===== config.mk =====
export PLATFORM = sky130hd
export DESIGN_NAME = logicnet_input_quantizer
export DESIGN_NICKNAME = d
export VERILOG_FILES = /design/src/rtl/logicnet_input_quantizer.sv
export SDC_FILE = /design/constraint.sdc
export NUM_CORES = 2
export LEC_CHECK = 0
export CAP_MARGIN = 5
export CORE_UTILIZATION = 49
export CTS_BUF_LIST = sky130_fd_sc_hd__clkbuf_2 sky130_fd_sc_hd__clkbuf_4 sky130_fd_sc_hd__clkbuf_8
export CTS_CLUSTER_DIAMETER = 120
export DETAILED_ROUTE_END_ITERATION = 7
export HOLD_SLACK_MARGIN = 0.1
export PLACE_DENSITY = 0.67
export SLEW_MARGIN = 20
export SYNTH_ARGS = -nofsm -noshare
export SYNTH_HDL_FRONTEND = slang
export SYNTH_SLANG_ARGS = --single-unit

===== constraint.sdc =====
create_clock -name clk -period 4.7 [get_ports clk]
set_input_delay 1.175 -clock clk [delete_from_list [all_inputs] [get_ports clk]]
set_output_delay 1.175 -clock clk [all_outputs]
set_load 0.01 [all_outputs]

===== src/rtl/logicnet_input_quantizer.sv =====
// logicnet_input_quantizer
// ------------------------------------------------------------------------
// Front-end stage for the layer-0 neuron LUTs. Raw signed samples arrive
// one per handshake. Each sample is quantized to a 2-bit code against three
// programmable thresholds for its feature. The codes are packed into one flat
// vector, and that vector is handed downstream with a valid/ready handshake.
//
// Optional feature (macro LOGICNET_QUANT_STATS_EN): when the macro is defined,
// the block adds saturating frame and error counters and a stat_clr input.
// When the macro is undefined, those ports and their logic are absent.
//
// Ports:
//   clk        rising-edge clock
//   rst        synchronous active-high reset
//   thr_wr_en  threshold write strobe
//   thr_addr   feature index of the write (ignored if >= NUM_FEATURES)
//   thr_sel    threshold slot 0..2 (3 is ignored)
//   thr_data   signed threshold value
//   s_valid    sample valid
//   s_ready    sample accept
//   s_data     signed raw sample
//   s_last     final sample of a vector
//   m_valid    vector valid
//   m_ready    downstream accept
//   m_data     packed codes, feature i at [2i+1:2i]
//   frame_err  one-cycle pulse on a framing error
//   stat_clr, stat_frames, stat_errs  (LOGICNET_QUANT_STATS_EN only)
//
// State  | meaning
// COLLECT| accepting and quantizing samples into the vector
// DRAIN  | long frame seen; discarding samples up to the next s_last
// HOLD   | vector presented on m_data, waiting for m_ready
module logicnet_input_quantizer #(
  parameter int NUM_FEATURES = 32,
  parameter int IN_WIDTH     = 16,
  parameter int IDX_W        = 8
) (
  input  logic                      clk,
  input  logic                      rst,
  input  logic                      thr_wr_en,
  input  logic [IDX_W-1:0]          thr_addr,
  input  logic [1:0]                thr_sel,
  input  logic [IN_WIDTH-1:0]       thr_data,
  input  logic                      s_valid,
  output logic                      s_ready,
  input  logic [IN_WIDTH-1:0]       s_data,
  input  logic                      s_last,
  output logic                      m_valid,
  input  logic                      m_ready,
  output logic [2*NUM_FEATURES-1:0] m_data,
  output logic                      frame_err
`ifdef LOGICNET_QUANT_STATS_EN
  ,
  input  logic                      stat_clr,
  output logic [15:0]               stat_frames,
  output logic [15:0]               stat_errs
`endif
);

  localparam int FW = (NUM_FEATURES > 1) ? $clog2(NUM_FEATURES) : 1;
  localparam logic [FW-1:0] LAST_IDX = FW'(NUM_FEATURES - 1);

  typedef enum logic [1:0] {
    COLLECT = 2'd0,
    DRAIN   = 2'd1,
    HOLD    = 2'd2
  } state_t;

  state_t                    state_q;
  logic [FW-1:0]             idx_q;
  logic                      s_ready_q;
  logic                      m_valid_q;
  logic [2*NUM_FEATURES-1:0] m_data_q;
  logic                      frame_err_q;
  logic [IN_WIDTH-1:0]       thr_q [NUM_FEATURES][3];

  logic                      addr_ok;
  logic                      thr_wr_hit;
  logic [FW-1:0]             thr_idx;
  logic                      accept;
  logic [2:0]                ge;
  logic [1:0]                code_d;

  // The range check uses the full address. The truncated index is used only
  // after the check passes, so an out-of-range address can never alias onto
  // a real feature.
  assign addr_ok    = (32'(thr_addr) < 32'(NUM_FEATURES));
  assign thr_wr_hit = thr_wr_en && addr_ok && (thr_sel != 2'd3);
  assign thr_idx    = thr_addr[FW-1:0];
  assign accept     = s_valid && s_ready_q;

  // Each slot met adds one, so unordered thresholds still give a 0..3 code.
  always_comb begin
    ge     = 3'b000;
    code_d = 2'd0;
    for (int k = 0; k < 3; k++) begin
      ge[k] = ($signed(s_data) >= $signed(thr_q[idx_q][k]));
    end
    code_d = {1'b0, ge[0]} + {1'b0, ge[1]} + {1'b0, ge[2]};
  end

  always_ff @(posedge clk) begin
    if (rst) begin
      for (int f = 0; f < NUM_FEATURES; f++) begin
        for (int k = 0; k < 3; k++) begin
          thr_q[f][k] <= '0;
        end
      end
    end else if (thr_wr_hit) begin
      thr_q[thr_idx][thr_sel] <= thr_data;
    end
  end

  always_ff @(posedge clk) begin
    if (rst) begin
      state_q     <= COLLECT;
      idx_q       <= '0;
      s_ready_q   <= 1'b0;
      m_valid_q   <= 1'b0;
      m_data_q    <= '0;
      frame_err_q <= 1'b0;
    end else begin
      frame_err_q <= 1'b0;
      case (state_q)
        COLLECT: begin
          s_ready_q <= 1'b1;
          if (accept) begin
            m_data_q[{idx_q, 1'b0} +: 2] <= code_d;
            if (idx_q == LAST_IDX) begin
              idx_q <= '0;
              if (s_last) begin
                state_q   <= HOLD;
                m_valid_q <= 1'b1;
                s_ready_q <= 1'b0;
              end else begin
                frame_err_q <= 1'b1;
                state_q     <= DRAIN;
              end
            end else if (s_last) begin
              // A short frame drops its partial vector. The stale codes in
              // m_data_q are overwritten by the next frame.
              frame_err_q <= 1'b1;
              idx_q       <= '0;
            end else begin
              idx_q <= idx_q + FW'(1);
            end
          end
        end
        DRAIN: begin
          s_ready_q <= 1'b1;
          if (accept && s_last) begin
            state_q <= COLLECT;
          end
        end
        HOLD: begin
          s_ready_q <= 1'b0;
          if (m_valid_q && m_ready) begin
            m_valid_q <= 1'b0;
            s_ready_q <= 1'b1;
            state_q   <= COLLECT;
          end
        end
        default: begin
          state_q   <= COLLECT;
          s_ready_q <= 1'b0;
          m_valid_q <= 1'b0;
          idx_q     <= '0;
        end
      endcase
    end
  end

  assign s_ready   = s_ready_q;
  assign m_valid   = m_valid_q;
  assign m_data    = m_data_q;
  assign frame_err = frame_err_q;

`ifdef LOGICNET_QUANT_STATS_EN
  logic [15:0] stat_frames_q;
  logic [15:0] stat_errs_q;

  always_ff @(posedge clk) begin
    if (rst || stat_clr) begin
      stat_frames_q <= '0;
      stat_errs_q   <= '0;
    end else begin
      if (m_valid_q && m_ready && (stat_frames_q != 16'hFFFF)) begin
        stat_frames_q <= stat_frames_q + 16'd1;
      end
      if (frame_err_q && (stat_errs_q != 16'hFFFF)) begin
        stat_errs_q <= stat_errs_q + 16'd1;
      end
    end
  end

  assign stat_frames = stat_frames_q;
  assign stat_errs   = stat_errs_q;
`endif

endmodule


# --- Yosys cells after proc, flatten, opt, wreduce, memory -nomap -nowiden ---
# Memory sizes are Yosys's and may differ from the RTL's. A register that Yosys moved wholly into a read port is not among the register bits.
# Cells that the tools add are included.
word_totals:
  out_inout_bits: 67
  ram_bits: 1536
  in_bits: 48
  wordCells: 82
  reg_bits: 74
  n_memories: 1
mem_list:
  columns: ["memory", "words", "word_bits", "rd", "rd_clocked_by_memory_dff", "write_ports", "line_no", "source"]
  rows:
  - ["thr_q", 32, 48, 1, 1, 32, "75", "logic [IN_WIDTH-1:0] thr_q [NUM_FEATURES][3];"]
op_classes:
  n_eq_ne: 9
  n_shift: 2
  muxes: 35
  bitwise_logic: 5
  reduce_logical: 14
  n_lt_le_gt_ge: 6
  n_addsub: 4
op_table:
  columns: ["cell", "n"]
  rows:
  - ["2-to-1 mux 48 bit", 3]
  - ["bitwise mux 64 bit", 1]
  - ["variable shift 2 x 8 -> 64 bit, first input constant", 1]
  - ["variable part select 2 x 8 -> 64 bit", 1]
  - [">= comparator 16 bit", 3]
  - ["OR reduction 48 bit", 1]
  - ["demux 16 bit (select 2 bit)", 1]
  - ["2-to-1 mux 5 bit", 6]
  - ["2-to-1 mux 16 bit", 1]
  - ["2-to-1 mux 1 bit", 14]
  - ["inequality test 2 bit, second input constant", 6]
  - ["2-to-1 mux 2 bit", 5]
  - ["one-hot mux 5 bit (2 select lines)", 1]
  - ["less-than comparator 8 x 6 -> 1 bit, second input constant", 1]
  - ["negation 6 -> 8 bit", 1]
  - ["logical AND 1 bit", 6]
  - ["one-hot mux 1 bit (3 select lines)", 2]
  - ["one-hot mux 2 bit (3 select lines)", 1]
  - ["adder 5 x 1 -> 5 bit, second input constant", 1]
  - ["equality test 5 bit, second input constant", 1]
  - ["AND reduction 5 bit", 1]
  - ["NOT 1 bit", 4]
  - ["AND reduction 2 bit", 2]
  - ["AND reduction 4 bit", 1]
  - ["10 further kinds", 10]

# --- Logic depth before layout (Yosys ltp) ---
logic_depth:
  depth_word: 8
  mapped_depth: 17
  mapped_depth_nobuf: 13

# --- Least setup slack after synthesis ---
# OpenSTA, ideal clock, no wires.
synth_path:
  kind: "register -> register"
  startpoint: "register with a tool-made name"
  endpoint: "register m_data_q[10], in the netlist m_data[10]"
  path_stages_with_launch: 18
  t_arrival_ns: 4.549
  synth_period_minus_slack_ns: 4.625
  path_slack_ns: 0.075
  t_required_ns: 4.624
  n_path_buf: 4
  setup_ns: 0.076
  cell_sequence: "dfxtp_1 > clkbuf_1 > clkbuf_1 > clkbuf_1 > mux4_2 > mux4_2 > mux2i_1 > ha_1 > nor2b_1 > o211ai_1 > a2111oi_0 > or4_1 > mux2i_1 > fa_1 > clkbuf_1 > nor2_1 > nand4_1 > mux2i_1"
synth_lines:
  columns: ["item", "line_no", "source"]
  rows:
  - ["to (signal, indexed assignment)", "128", "m_data_q[{idx_q, 1'b0} +: 2] <= code_d;"]
  - ["to (decl)", "73", "logic [2*NUM_FEATURES-1:0] m_data_q;"]

==> reports/metrics.cfg <==
[run_status]
outcome = finished with violations
violations = setup timing

[worst_setup_path]
crit_path_start_kind = register
crit_chain = buf_6 > buf_16 > mux4_2 > mux4_2 > mux2i_2 > ha_1 > nand4_1 > buf_4 > nor2_1 > a211oi_2 > or3b_4 > mux2i_2 > fa_2 > nor2_4 > nand4_1 > buf_6 > mux2i_1
cpMaxStageDelayCell = mux4_2
r2r_setup_slack_ns = -0.20
crit_type = register to register
crit_fanout = 12
cp-end-kind = register
cp.required_ns = 5.59
rr_worst_depth = 17
slowest_delay_ns = 0.59
arrival_ns = 5.80
reg2reg_to = m_data[42]

[routing]
drc = 0
wl_um = 205300
viasPerCell = 5.805
vias = 42310
drtPass1Iterations = 5
drt-initial-drc-count = 4587
wl_per_cell_um = 28.17
antenna_left = 0

[cts]
cts_buffer_depth = 4
clock_latency_ns = 0.99
cts_root_buffer = clkbuf_8
ctsHoldBuffers = 0
cts.sinks = 1615
cts_tree = built
path_clk_slew_ns = 0.06
cts_htree_levels = 5
cts_made_buffers = 287

[die]
row_count = 142
start_util_pct = 49.53
core_um2 = 150500
die_h_um = 392.0
die_x_um = 392.0
dieArea_um2 = 153700
num_io_pins = 115

[final_layout]
nets = 5194
layout-drive-gt1-share_pct = 27.77
most-common-layout-cells = and2_1, edfxtp_1, mux4_2, clkbuf_8, buf_4
fin_util_pct = 57.23
n_fill_cell = 11560
fin_area_um2 = 86120
area_growth_pct = 15.54
layout_commonest_cell = and2_1

[min_path]
hold_path_end = m_data[21]
min_from = m_data[21]
holdPathStages = 2
hp-class = register to register

[placed_design]
port-buffer-count = 114
dpl_cell_area_um2 = 79970
place_ws_ns = -0.5341
dpl.hpwl_um = 130300
gp_congestion = 0.8852

[grt]
grt_usage_pct = 27.02
grt_max_degree = 171
antenna_found_initial = 18
grt_pass1_wl_um = 296700
grt_pass1_vias = 42430
grt-ovfl-total = 0

[synth]
synth_edf_count = 1536
synth_seq_area_share_pct = 64.00
ys_types = 53
synth-warning-count = 0
syn_inst = 4730
syn_area_um2 = 74540
syn_area_per_cell_um2 = 15.76
syn_nets = 4838
ys_ff_latch = 1615
async_flop_share_pct = 0
synth_flop_cell = edfxtp_1

[pwr]
powerDensity_nw_per_um2 = 370.4
power_uw = 31900
ir_drop_mv = 0.2505
leakage_uw = 0.02952

[sta]
tightest_slew_ns = 1.105
hold_viol_final = 0
rsz0062_at_grt = yes
layout_setup_ws_ns = -0.2046
max-slew-margin-rel_pct = 26.33
max_freq_mhz = 203.9
setup-violations-final = 59
fin_skew_ns = 0.06924
min_period_ns = 4.905
fin_crit_sh_pct = 104.4
setup_tns_ns = -7.223
slew_violations = 0

[run]
drv_cap = 0

-- cell usage after synthesis, types with 2 or more instances --
cell type | n | area, µm²
and2_1 | 1538 | 9622
edfxtp_1 | 1536 | 46120
mux4_2 | 480 | 10810
clkbuf_1 | 345 | 1295
mux2i_1 | 104 | 1041
or2_2 | 99 | 619.3
dfxtp_1 | 79 | 1582
nor2_1 | 79 | 296.5
nand2_1 | 65 | 244.0
nor2_2 | 60 | 375.4
ha_1 | 59 | 738.2
nand2b_1 | 56 | 350.3
buf_2 | 42 | 210.2
a21oi_1 | 30 | 150.1
nand4_1 | 13 | 81.33
nor3_1 | 13 | 65.06
nand3_1 | 12 | 60.06
buf_4 | 11 | 82.58
inv_1 | 11 | 41.29
buf_1 | 10 | 37.54
a311oi_1 | 9 | 78.83
a21o_1 | 8 | 60.06
a211oi_1 | 6 | 45.04
and3_1 | 5 | 31.28
mux2_2 | 5 | 56.30
buf_6 | 4 | 45.04
nor2b_1 | 4 | 25.02
nor3b_1 | 4 | 30.03
o21ai_0 | 4 | 20.02
xnor2_1 | 4 | 35.03
or3_1 | 3 | 18.77
or4_1 | 3 | 22.52
a2111oi_0 | 2 | 17.52
a2bb2oi_1 | 2 | 17.52
a31oi_1 | 2 | 12.51
and3b_1 | 2 | 17.52
nand3b_1 | 2 | 15.01
nor4_1 | 2 | 12.51
o211ai_1 | 2 | 15.01
o21a_1 | 2 | 15.01
-- final cells by class --
cell class / instances / area (µm²) / share of cell area [%]
Multi-Input combinational cell: 2692 / 25250 / 29.31
Clock inverter: 86 / 494.2 / 0.5739
Sequential cell: 1615 / 47720 / 55.41
Antenna cell: 5 / 12.51 / 0.01453
Inverter: 11 / 41.29 / 0.04794
Tap cell: 2016 / 2522 / 2.929
Timing Repair Buffer: 479 / 5326 / 6.185
Clock buffer: 385 / 4755 / 5.521
-- logic make-up after synthesis --
logic type               after synthesis  share of synthesized area, %
multiplexers                         589                         15.97
buffers and inverters                423                         2.296
AND/OR/NAND/NOR                     1967                         16.03
flip-flops                          1615                         64.00
adder cells (fa/ha/maj)               60                         1.017
AO/OA/AOI/OAI                         72                        0.6328
XOR/XNOR                               4                       0.04699
-- state kept, by name (all words and copies together) (netlist names), named ones only --
signal / flops
frame_err: 1
idx_q: 5
m_data: 64
m_valid: 1
s_ready: 1
state_q: 2
thr_q: 1536
-- timing repair --
item                       in CTS  in global routing
setup endpoints to repair      64                 62
buffers inserted               26                 15
gates resized for setup        47                 15
pin swaps                       7                  4
gates cloned                    8                  0
-- where the power goes --
part	total [µW]	switching (µW)	internal [µW]
combinational	2850	1600	1250
clock	12500	5680	6780
sequential	16600	202	16400
-- layer usage --
| layer | vias to the layer above | GRT usage [%] | wire, µm |
|---|---|---|---|
| met4 | 12 | 9.240 | 6280 |
| met5 | - | 0 | 72 |
| li1 | 18100 | - | - |
| met1 | 21890 | 37.23 | 83290 |
| met3 | 328 | 6.505 | 19350 |
| met2 | 1991 | 42.18 | 96330 |
-- stage by stage --
stage	std cells	hold slack, ns
after floorplan	4730	0.4703
after global placement	6765	0.4594
after detailed placement	6765	0.4608
after CTS	7270	0.4741
after global routing	7285	0.4949
final	7289	0.4745
-- worst max-delay path: cells and delay by family (launching register included) --
family | cells | cell delay, ns
buffers and inverters | 4 | 0.68
AOI/OAI and AO/OA | 1 | 0.24
DFF | 1 | 0.42
and+or+nand+nor | 5 | 0.91
adders and majority gates | 2 | 0.83
muxes | 5 | 1.73
-- worst max-delay path by stage --
stage,to,slack [ns],cells after the start,from
2_1_floorplan,m_data[10],0.07,17,register
3_3_place_gp,m_data[22],-0.51,16,register
3_5_place_dp,m_data[20],-0.53,18,register
4_1_cts,m_data[42],-0.17,17,register
5_1_grt,m_data[58],-0.34,18,register
6_report,m_data[42],-0.20,17,register
Note: power is estimated with default switching activity, not from simulation.
